==> config.mk <==
export PLATFORM = sky130hd
export DESIGN_NAME = fft_bfly_pipe_flat
export DESIGN_NICKNAME = d
export VERILOG_FILES = /design/src/rtl/fft_pkg.sv /design/src/rtl/fft_bfly_pipe_if.sv /design/src/rtl/fft_cmul_sat.sv /design/src/rtl/fft_bfly_pipe.sv /design/src/flat_wrapper.sv
export SDC_FILE = /design/constraint.sdc
export NUM_CORES = 2
export LEC_CHECK = 0
export BUFFER_PORTS_ARGS = -buffer_cell sky130_fd_sc_hd__buf_2
export CAP_MARGIN = 30
export CELL_PAD_IN_SITES_DETAIL_PLACEMENT = 0
export CELL_PAD_IN_SITES_GLOBAL_PLACEMENT = 1
export CORE_ASPECT_RATIO = 2
export CORE_MARGIN = 1.5
export CORE_UTILIZATION = 47
export CTS_BUF_LIST = sky130_fd_sc_hd__clkbuf_8 sky130_fd_sc_hd__clkbuf_16
export DETAILED_ROUTE_END_ITERATION = 6
export PLACE_DENSITY_LB_ADDON = 0.1
export SETUP_SLACK_MARGIN = 0.05
export SLEW_MARGIN = 15
export SYNTH_ARGS = -nofsm -noshare
export SYNTH_HDL_FRONTEND = slang
export SYNTH_HIERARCHICAL = 1
export SYNTH_SLANG_ARGS = --single-unit
==> constraint.sdc <==
create_clock -name clk -period 7.7 [get_ports clk]
set_clock_uncertainty 0.2 [all_clocks]
set_input_delay 1.54 -clock clk [delete_from_list [all_inputs] [get_ports clk]]
set_output_delay 1.54 -clock clk [all_outputs]
set_load 0.05 [all_outputs]
==> src/rtl/fft_pkg.sv <==
// fft_pkg: shared types, constants and the Q1.15 saturation helper for the
// FFT butterfly datapath.
//   Q15_SHIFT        - product renormalisation shift
//   SAT_MAX/SAT_MIN  - 16-bit signed clamp limits
//   sample_t         - complex sample, signed Q1.15 re/im
//   sat16_t, sat16() - clamp a wide signed value to 16 bits, with overflow bit
package fft_pkg;

  localparam int Q15_SHIFT = 15;
  localparam int SAT_MAX   = 32767;
  localparam int SAT_MIN   = -32768;

  localparam logic signed [32:0] SAT_MAX_W = 33'sd32767;
  localparam logic signed [32:0] SAT_MIN_W = -33'sd32768;

  typedef struct packed {
    logic signed [15:0] re;
    logic signed [15:0] im;
  } sample_t;

  typedef struct packed {
    logic signed [15:0] val;
    logic               ovf;
  } sat16_t;

  // Every wide intermediate in the butterfly fits in 33 signed bits.
  function automatic sat16_t sat16(input logic signed [32:0] x);
    sat16_t r;
    if (x > SAT_MAX_W) begin
      r.val = 16'sh7fff;
      r.ovf = 1'b1;
    end else if (x < SAT_MIN_W) begin
      r.val = 16'sh8000;
      r.ovf = 1'b1;
    end else begin
      r.val = x[15:0];
      r.ovf = 1'b0;
    end
    return r;
  endfunction

endpackage

==> src/rtl/fft_bfly_pipe_if.sv <==
// fft_bfly_pipe_if: streaming bus of the butterfly stage.
//   upstream   : in_valid/in_ready, a/b/w operands, in_tag
//   downstream : out_valid/out_ready, y0/y1 results, out_tag
//   status     : sat_flag (sticky), sat_clr
// master = the environment (sample buffers), slave = the butterfly.
interface fft_bfly_pipe_if #(
  parameter int DATA_WIDTH = 16,
  parameter int TAG_WIDTH  = 8
);
  logic                         in_valid;
  logic                         in_ready;
  logic signed [DATA_WIDTH-1:0] a_re, a_im;
  logic signed [DATA_WIDTH-1:0] b_re, b_im;
  logic signed [DATA_WIDTH-1:0] w_re, w_im;
  logic [TAG_WIDTH-1:0]         in_tag;

  logic                         out_valid;
  logic                         out_ready;
  logic signed [DATA_WIDTH-1:0] y0_re, y0_im;
  logic signed [DATA_WIDTH-1:0] y1_re, y1_im;
  logic [TAG_WIDTH-1:0]         out_tag;

  logic                         sat_flag;
  logic                         sat_clr;

  modport master (
    output in_valid, a_re, a_im, b_re, b_im, w_re, w_im, in_tag,
    output out_ready, sat_clr,
    input  in_ready, out_valid, y0_re, y0_im, y1_re, y1_im, out_tag, sat_flag
  );

  modport slave (
    input  in_valid, a_re, a_im, b_re, b_im, w_re, w_im, in_tag,
    input  out_ready, sat_clr,
    output in_ready, out_valid, y0_re, y0_im, y1_re, y1_im, out_tag, sat_flag
  );
endinterface

==> src/rtl/fft_cmul_sat.sv <==
// fft_cmul_sat: combinational complex multiply t = b * w in Q1.15.
//   b_i, w_i : complex operands
//   t_o      : product, floor-renormalised and saturated to 16 bits
//   sat_o    : either component saturated
module fft_cmul_sat
  import fft_pkg::*;
(
  input  sample_t b_i,
  input  sample_t w_i,
  output sample_t t_o,
  output logic    sat_o
);

  logic signed [31:0] p_rr, p_ii, p_ri, p_ir;
  logic signed [32:0] s_re, s_im;
  logic signed [32:0] sh_re, sh_im;
  sat16_t             r_re, r_im;

  always_comb begin
    p_rr = $signed(b_i.re) * $signed(w_i.re);
    p_ii = $signed(b_i.im) * $signed(w_i.im);
    p_ri = $signed(b_i.re) * $signed(w_i.im);
    p_ir = $signed(b_i.im) * $signed(w_i.re);
    // One guard bit: (-32768)^2 + (-32768)^2 does not fit in 32 bits.
    s_re = {p_rr[31], p_rr} - {p_ii[31], p_ii};
    s_im = {p_ri[31], p_ri} + {p_ir[31], p_ir};
    // Arithmetic shift floors; no rounding term by design.
    sh_re = s_re >>> Q15_SHIFT;
    sh_im = s_im >>> Q15_SHIFT;
    r_re  = sat16(sh_re);
    r_im  = sat16(sh_im);
    t_o.re = r_re.val;
    t_o.im = r_im.val;
    sat_o  = r_re.ovf | r_im.ovf;
  end

endmodule

==> src/rtl/fft_bfly_pipe.sv <==
// fft_bfly_pipe: three-stage radix-2 DIT butterfly, y0 = a + b*w, y1 = a - b*w,
// signed Q1.15 with saturation, valid/ready on both sides.
//   clk, rst_n : clock, asynchronous active-low reset
//   bus        : fft_bfly_pipe_if slave (operands, results, tag, sat status)
// Stages: S1 registers inputs, S2 registers a, t = b*w and tag, S3 registers
// y0/y1 and drives the outputs. A stage loads when empty or when the next
// stage loads, so bubbles collapse and the pipe holds up to three butterflies.
// Build option: define BFLY_SCALE_EN for a 1/2 scale on the S3 add/sub
// (floor of the 17-bit sums); S3 then cannot saturate.
module fft_bfly_pipe
  import fft_pkg::*;
#(
  parameter int DATA_WIDTH = 16,
  parameter int TAG_WIDTH  = 8
) (
  input  logic           clk,
  input  logic           rst_n,
  fft_bfly_pipe_if.slave bus
);

  if (DATA_WIDTH != 16) begin : g_bad_width
    $error("fft_bfly_pipe: only DATA_WIDTH = 16 is supported");
  end

  logic                 v1_q, v1_d, v2_q, v2_d, v3_q, v3_d;
  sample_t              a1_q, a1_d, b1_q, b1_d, w1_q, w1_d;
  logic [TAG_WIDTH-1:0] tag1_q, tag1_d, tag2_q, tag2_d, tag3_q, tag3_d;
  sample_t              a2_q, a2_d, t2_q, t2_d;
  sample_t              y0_q, y0_d, y1_q, y1_d;
  logic                 sat_q, sat_d;

  logic                 ld1, ld2, ld3;
  logic                 in_rdy, accept;
  sample_t              t_mul;
  logic                 mul_sat;
  logic signed [16:0]   s0_re, s0_im, s1_re, s1_im;
  sample_t              y0_n, y1_n;
  logic                 as_sat;
  logic                 sat_set;

  fft_cmul_sat u_cmul (
    .b_i   (b1_q),
    .w_i   (w1_q),
    .t_o   (t_mul),
    .sat_o (mul_sat)
  );

  // S3 add/sub on 17-bit sign-extended operands.
  always_comb begin
    s0_re = {a2_q.re[15], a2_q.re} + {t2_q.re[15], t2_q.re};
    s0_im = {a2_q.im[15], a2_q.im} + {t2_q.im[15], t2_q.im};
    s1_re = {a2_q.re[15], a2_q.re} - {t2_q.re[15], t2_q.re};
    s1_im = {a2_q.im[15], a2_q.im} - {t2_q.im[15], t2_q.im};
`ifdef BFLY_SCALE_EN
    // Dropping the LSB of a 17-bit two's-complement sum is a floor divide by 2.
    y0_n.re = s0_re[16:1];
    y0_n.im = s0_im[16:1];
    y1_n.re = s1_re[16:1];
    y1_n.im = s1_im[16:1];
    as_sat  = 1'b0;
`else
    begin
      sat16_t r0r, r0i, r1r, r1i;
      r0r = sat16({{16{s0_re[16]}}, s0_re});
      r0i = sat16({{16{s0_im[16]}}, s0_im});
      r1r = sat16({{16{s1_re[16]}}, s1_re});
      r1i = sat16({{16{s1_im[16]}}, s1_im});
      y0_n.re = r0r.val;
      y0_n.im = r0i.val;
      y1_n.re = r1r.val;
      y1_n.im = r1i.val;
      as_sat  = r0r.ovf | r0i.ovf | r1r.ovf | r1i.ovf;
    end
`endif
  end

  always_comb begin
    ld3 = !v3_q | bus.out_ready;
    ld2 = !v2_q | ld3;
    ld1 = !v1_q | ld2;
    // Gating with rst_n holds in_ready low for the whole reset assertion.
    in_rdy = rst_n & ld1;
    accept = bus.in_valid & in_rdy;

    v1_d   = v1_q;
    a1_d   = a1_q;
    b1_d   = b1_q;
    w1_d   = w1_q;
    tag1_d = tag1_q;
    v2_d   = v2_q;
    a2_d   = a2_q;
    t2_d   = t2_q;
    tag2_d = tag2_q;
    v3_d   = v3_q;
    y0_d   = y0_q;
    y1_d   = y1_q;
    tag3_d = tag3_q;

    if (ld1) begin
      v1_d = accept;
      if (accept) begin
        a1_d   = '{re: bus.a_re, im: bus.a_im};
        b1_d   = '{re: bus.b_re, im: bus.b_im};
        w1_d   = '{re: bus.w_re, im: bus.w_im};
        tag1_d = bus.in_tag;
      end
    end

    if (ld2) begin
      v2_d = v1_q;
      if (v1_q) begin
        a2_d   = a1_q;
        t2_d   = t_mul;
        tag2_d = tag1_q;
      end
    end

    // S3 data only moves with a valid word, keeping the outputs steady
    // under back-pressure and across bubbles.
    if (ld3) begin
      v3_d = v2_q;
      if (v2_q) begin
        y0_d   = y0_n;
        y1_d   = y1_n;
        tag3_d = tag2_q;
      end
    end

    sat_set = (ld2 & v1_q & mul_sat) | (ld3 & v2_q & as_sat);
    if (sat_set)          sat_d = 1'b1;
    else if (bus.sat_clr) sat_d = 1'b0;
    else                  sat_d = sat_q;
  end

  always_ff @(posedge clk or negedge rst_n) begin
    if (!rst_n) begin
      v1_q   <= 1'b0;
      v2_q   <= 1'b0;
      v3_q   <= 1'b0;
      a1_q   <= '0;
      b1_q   <= '0;
      w1_q   <= '0;
      tag1_q <= '0;
      a2_q   <= '0;
      t2_q   <= '0;
      tag2_q <= '0;
      y0_q   <= '0;
      y1_q   <= '0;
      tag3_q <= '0;
      sat_q  <= 1'b0;
    end else begin
      v1_q   <= v1_d;
      v2_q   <= v2_d;
      v3_q   <= v3_d;
      a1_q   <= a1_d;
      b1_q   <= b1_d;
      w1_q   <= w1_d;
      tag1_q <= tag1_d;
      a2_q   <= a2_d;
      t2_q   <= t2_d;
      tag2_q <= tag2_d;
      y0_q   <= y0_d;
      y1_q   <= y1_d;
      tag3_q <= tag3_d;
      sat_q  <= sat_d;
    end
  end

  assign bus.in_ready  = in_rdy;
  assign bus.out_valid = v3_q;
  assign bus.y0_re     = y0_q.re;
  assign bus.y0_im     = y0_q.im;
  assign bus.y1_re     = y1_q.re;
  assign bus.y1_im     = y1_q.im;
  assign bus.out_tag   = tag3_q;
  assign bus.sat_flag  = sat_q;

endmodule
==> src/flat_wrapper.sv <==
// flat-port wrapper written by rule: the top's interface ports become plain ports
module fft_bfly_pipe_flat import fft_pkg::*;
#(
  parameter int DATA_WIDTH = 16,
  parameter int TAG_WIDTH  = 8
)
  (clk, rst_n, bus_in_valid, bus_a_re, bus_a_im, bus_b_re, bus_b_im, bus_w_re, bus_w_im, bus_in_tag, bus_out_ready, bus_sat_clr, bus_in_ready, bus_out_valid, bus_y0_re, bus_y0_im, bus_y1_re, bus_y1_im, bus_out_tag, bus_sat_flag);
  fft_bfly_pipe_if #(.DATA_WIDTH(DATA_WIDTH), .TAG_WIDTH(TAG_WIDTH)) bus_i ();
  input  logic clk;
  input  logic rst_n;
  input wire logic [$bits(bus_i.in_valid)-1:0] bus_in_valid;
  input wire logic [$bits(bus_i.a_re)-1:0] bus_a_re;
  input wire logic [$bits(bus_i.a_im)-1:0] bus_a_im;
  input wire logic [$bits(bus_i.b_re)-1:0] bus_b_re;
  input wire logic [$bits(bus_i.b_im)-1:0] bus_b_im;
  input wire logic [$bits(bus_i.w_re)-1:0] bus_w_re;
  input wire logic [$bits(bus_i.w_im)-1:0] bus_w_im;
  input wire logic [$bits(bus_i.in_tag)-1:0] bus_in_tag;
  input wire logic [$bits(bus_i.out_ready)-1:0] bus_out_ready;
  input wire logic [$bits(bus_i.sat_clr)-1:0] bus_sat_clr;
  output wire logic [$bits(bus_i.in_ready)-1:0] bus_in_ready;
  output wire logic [$bits(bus_i.out_valid)-1:0] bus_out_valid;
  output wire logic [$bits(bus_i.y0_re)-1:0] bus_y0_re;
  output wire logic [$bits(bus_i.y0_im)-1:0] bus_y0_im;
  output wire logic [$bits(bus_i.y1_re)-1:0] bus_y1_re;
  output wire logic [$bits(bus_i.y1_im)-1:0] bus_y1_im;
  output wire logic [$bits(bus_i.out_tag)-1:0] bus_out_tag;
  output wire logic [$bits(bus_i.sat_flag)-1:0] bus_sat_flag;
  assign bus_i.in_valid = bus_in_valid;
  assign bus_i.a_re = bus_a_re;
  assign bus_i.a_im = bus_a_im;
  assign bus_i.b_re = bus_b_re;
  assign bus_i.b_im = bus_b_im;
  assign bus_i.w_re = bus_w_re;
  assign bus_i.w_im = bus_w_im;
  assign bus_i.in_tag = bus_in_tag;
  assign bus_i.out_ready = bus_out_ready;
  assign bus_i.sat_clr = bus_sat_clr;
  assign bus_in_ready = bus_i.in_ready;
  assign bus_out_valid = bus_i.out_valid;
  assign bus_y0_re = bus_i.y0_re;
  assign bus_y0_im = bus_i.y0_im;
  assign bus_y1_re = bus_i.y1_re;
  assign bus_y1_im = bus_i.y1_im;
  assign bus_out_tag = bus_i.out_tag;
  assign bus_sat_flag = bus_i.sat_flag;
  fft_bfly_pipe #(.DATA_WIDTH(DATA_WIDTH), .TAG_WIDTH(TAG_WIDTH)) u_core (.clk(clk), .rst_n(rst_n), .bus(bus_i));
endmodule
==> impl.org <==
** Yosys
- Mapped Area :: 52800 um2
- Synth area leaders :: sky130_fd_sc_hd__fa_1 (45%), sky130_fd_sc_hd__dfrtp_1 (12%), sky130_fd_sc_hd__inv_1 (9.7%), sky130_fd_sc_hd__ha_1 (8.7%), sky130_fd_sc_hd__and2_1 (6.2%)
- Number of instances in the synthesized netlist :: 5377
- Counting flops with a built-in enable in the synthesized netlist gives 0.
- The number of nets in the synthesized netlist is 7028.
- The biggest area contributor in the post-synthesis netlist is sky130_fd_sc_hd__fa_1.
- The Yosys step of the flow raised 6 warnings.
- Post-synth top flop :: sky130_fd_sc_hd__dfrtp_1
- The number of different library cells used by synthesis comes to 85.
- Post-synthesis sequential area ratio :: 11.9%
- Synthesis inferred 252 register bits.
- For this run, asynchronously set or reset flops after synthesis account for 100%.
- Per-instance average area after synthesis :: 9.82 um2
- Synth top area share :: 44.6%

** STA
- Maximum operating frequency :: 116 MHz
- Setup repair after global routing missed its margin :: yes
- For the pin with the worst max-slew slack, the measured transition is 1120 ps.
- Setup slack on the critical path of the routed design comes to -904 ps.
- The worst path in the final design needs a cycle of 8600 ps, including I/O delays and setup.
- Final hold violation count :: 0
- Max-Slew Margin vs Limit :: 25.4%
- Final setup violation count :: 33
- The worst path uses 112% of the clock period.
- The count of pins over their slew limit came to 0.
- Final-layout setup total negative slack :: -19250 ps

** Finish
- At the end of the flow the core is filled with cells to 55.3%.
- Cells with a size suffix above 1 make up 19.8% of the layout.
- With fillers left out, the area of the finished cells amounts to 61500 um2.
- The area growth from synthesis to layout is 16.5%.
- At the end of the flow, the number of nets in the layout was 7536.

** Job
- Max_cap viols :: 0

** Clock network
- In this run the clock root is driven by a sky130_fd_sc_hd__clkbuf_16.
- TritonCTS built the clock tree.
- Total CTS buffers :: 29
- CTS built an H-tree with a depth of 1.
- # hold bufs at CTS :: 0
- CTS saw 252 sinks.
- Maximum root-to-sink buffer count :: 3
- Clock transition at path regs :: 70 ps
- Worst-skew pair later-pin latency :: 650 ps

** Critical path
- The most critical setup path has its startpoint at u_core/w1_q[0].
- For this run, the slowest stage of the critical path takes 620 ps.
- FF-to-FF End :: u_core/bus.sat_flag
- In this run the critical register-to-register path is launched from u_core/w1_q[0].
- The worst setup path is captured at a flip-flop.
- At the worst endpoint, the required time is 8050 ps.
- Worst Path Max Fanout :: 13
- Worst path slowest cell :: sky130_fd_sc_hd__fa_2
- In this design, the critical path's most frequently occurring cell is sky130_fd_sc_hd__fa_1.
- Critical Path AT :: 8950 ps
- The worst register-to-register path has a setup slack of -900 ps.
- Worst R2R Path Depth :: 34
- Critical Path Start Type :: flip-flop
- Critical path type :: flip-flop to flip-flop

** Min path
- The startpoint identified for the worst hold timing path is u_core/bus.y1_re[1].
- Worst hold path depth :: 2
- The path with the worst hold slack has its endpoint at u_core/bus.y1_re[1].
- The worst hold path belongs to the class flip-flop to flip-flop.

** Drt
- Once detail routing completed, the nets flagged for antenna violations numbered 0.
- First-pass detailed-route iteration total :: 5
- After detailed routing, the number of vias per cell comes to 5.06.
- After the first detailed-routing iteration, the DRC count stood at 1547.
- Drt drc :: 0
- The final layout contains routed wiring with a total length of 159000 um.
- After detailed routing, the average wire length per cell comes to 21.5 um.
- Across all layers, the routed design uses 37400 vias.

** GRT
- Number of global-route vias before repair :: 42200
- Summed over all layers, the global routing overflow is 0.
- Entering global routing, the biggest net connects 168 pins.
- Across every metal layer, demand over resource in global routing totals 28.8%.
- Wire length of the first global-routing pass :: 243000 um
- The initial antenna violation count was 9.

** Floorplanning
- The initial utilization of the core area, before any placement, comes to 47.4%.
- Area enclosed by the die boundary :: 114000 um2
- The core region is 111000 um2.
- From left edge to right edge, the die measures 240 um.
- The floorplan has 173 rows.
- I/O pins :: 184
- Die height :: 477 um

** Placement
- Port Buffer Count :: 183
- Routability-driven placement congestion ratio :: 0.903
- DP HPWL :: 135000 um
- Summing all placed instances gives a cell area of 59100 um2.

** Status
- Outcome :: finished with violations
- The checks that failed: negative setup slack.
==> cells in the final DEF, fill, tap and decap left out, types with 12 or more instances in the layout <==
cell	n
sky130_fd_sc_hd__o31ai_1	19
sky130_fd_sc_hd__fa_1	1132
sky130_fd_sc_hd__dfrtp_2	17
sky130_fd_sc_hd__nor3_1	20
sky130_fd_sc_hd__o21bai_1	13
sky130_fd_sc_hd__buf_12	66
sky130_fd_sc_hd__fa_2	44
sky130_fd_sc_hd__inv_2	26
sky130_fd_sc_hd__ha_1	350
sky130_fd_sc_hd__clkbuf_16	33
sky130_fd_sc_hd__a211oi_1	17
sky130_fd_sc_hd__xor2_1	21
sky130_fd_sc_hd__a22o_1	17
sky130_fd_sc_hd__a21oi_1	77
sky130_fd_sc_hd__nor2_1	114
sky130_fd_sc_hd__nand2b_1	36
sky130_fd_sc_hd__buf_6	28
sky130_fd_sc_hd__inv_1	1346
sky130_fd_sc_hd__buf_4	431
sky130_fd_sc_hd__dfrtp_1	235
sky130_fd_sc_hd__ha_4	14
sky130_fd_sc_hd__nand2_1	503
sky130_fd_sc_hd__and2_1	516
sky130_fd_sc_hd__o21ai_0	46
sky130_fd_sc_hd__mux2_2	183
sky130_fd_sc_hd__a21oi_2	14
sky130_fd_sc_hd__nand3_1	12
sky130_fd_sc_hd__nor2b_1	14
sky130_fd_sc_hd__a21o_1	50
sky130_fd_sc_hd__buf_2	182
sky130_fd_sc_hd__xnor2_1	92
sky130_fd_sc_hd__o21a_1	14
==> metrics by stage <==
stage | hold slack (ps) | instances | setup slack, ps
after CTS | 279 | 7366 | -902
after global routing | 297 | 7396 | -1190
after floorplan | 275 | 5377 | -459
after global placement | 258 | 7278 | -1130
final | 270 | 7400 | -904
after detailed placement | 265 | 7281 | -1230
==> flip-flops by register name (all words and copies together) (netlist names) <==
signal and cells:
u_core/bus.y1_re 16, u_core/bus.out_tag 8, u_core/tag1_q 8, u_core/a2_q 32
u_core/t2_q 32, u_core/bus.y1_im 16, u_core/bus.y0_re 16, u_core/v1_q 1
u_core/bus.y0_im 16, u_core/tag2_q 8, u_core/b1_q 32, u_core/a1_q 32
u_core/bus.sat_flag 1, u_core/w1_q 32, u_core/bus.out_valid 1, u_core/v2_q 1
==> worst max-delay path by stage <==
stage / end
floorplan: u_core/bus.sat_flag
global placement: u_core/bus.sat_flag
detailed placement: u_core/bus.sat_flag
CTS: u_core/bus.sat_flag
global route: u_core/bus.sat_flag
finish: u_core/bus.sat_flag
==> worst max-delay path: cells and delay by family, from the launching register on <==
family / cells / cell delay, ps
AO/OA/AOI/OAI: 6 / 780
adder cells (fa/ha/maj): 9 / 4250
buffers and inverters: 10 / 1110
flip-flops: 1 / 400
multiplexers: 1 / 270
AND/OR/NAND/NOR: 8 / 1480
==> layer usage <==
| metal | track usage, % | routed length (um) | vias up |
|---|---|---|---|
| li1 | - | - | 16800 |
| met4 | 18.1 | 12800 | 4 |
| met1 | 28.8 | 51900 | 19400 |
| met2 | 56.2 | 89900 | 821 |
| met5 | 0 | 23 | - |
| met3 | 1.99 | 4180 | 376 |
==> cells by family after synthesis <==
group | share of synthesized area [%]
buf+inv | 11.6
fa+ha+maj | 53.4
simple gates | 12.3
compound gates | 4.85
flops | 11.9
mux | 4.01
xor+xnor | 1.97
==> cell usage after synthesis, types with 4 or more instances <==
cell / number
sky130_fd_sc_hd__nor2_1: 115
sky130_fd_sc_hd__nand2b_1: 36
sky130_fd_sc_hd__buf_2: 8
sky130_fd_sc_hd__or3_1: 6
sky130_fd_sc_hd__o21bai_1: 13
sky130_fd_sc_hd__a21o_1: 54
sky130_fd_sc_hd__a22o_1: 17
sky130_fd_sc_hd__o31ai_1: 19
sky130_fd_sc_hd__nand4_1: 9
sky130_fd_sc_hd__xor2_1: 22
sky130_fd_sc_hd__nor3_1: 22
sky130_fd_sc_hd__dfrtp_1: 252
sky130_fd_sc_hd__o211ai_1: 11
sky130_fd_sc_hd__mux2_2: 188
sky130_fd_sc_hd__o21ai_0: 53
sky130_fd_sc_hd__xnor2_1: 95
sky130_fd_sc_hd__a211oi_1: 19
sky130_fd_sc_hd__o21ai_1: 8
sky130_fd_sc_hd__a2111oi_0: 7
sky130_fd_sc_hd__fa_1: 1176
sky130_fd_sc_hd__or2_2: 7
sky130_fd_sc_hd__nand2_1: 517
sky130_fd_sc_hd__a21oi_2: 4
sky130_fd_sc_hd__nor2b_1: 14
sky130_fd_sc_hd__nand3_1: 14
sky130_fd_sc_hd__maj3_1: 6
sky130_fd_sc_hd__and2_1: 527
sky130_fd_sc_hd__ha_1: 366
sky130_fd_sc_hd__clkbuf_1: 220
sky130_fd_sc_hd__buf_1: 9
sky130_fd_sc_hd__a21oi_1: 90
sky130_fd_sc_hd__inv_1: 1371
sky130_fd_sc_hd__a31oi_1: 6
sky130_fd_sc_hd__o21a_1: 14
==> final cells by class <==
cell class	count	area, um2
Multi-Input combinational cell	3509	41100
Clock buffer	32	767
Clock inverter	21	249
Tap cell	1487	1860
Timing Repair Buffer	721	6070
Inverter	1372	5160
Sequential cell	252	6330
Fill cell	10300	49700
Antenna cell	6	15.0
==> what timing repair did <==
item,4_1_cts,5_1_grt
buffers inserted,31,26
cloned,2,4
pin swaps,35,65
gates resized for setup,133,95
endpoints found under the setup margin,33,33
Power is not shown: default switching activity piles up to over one toggle a cycle in this logic, so the estimate is an artifact.
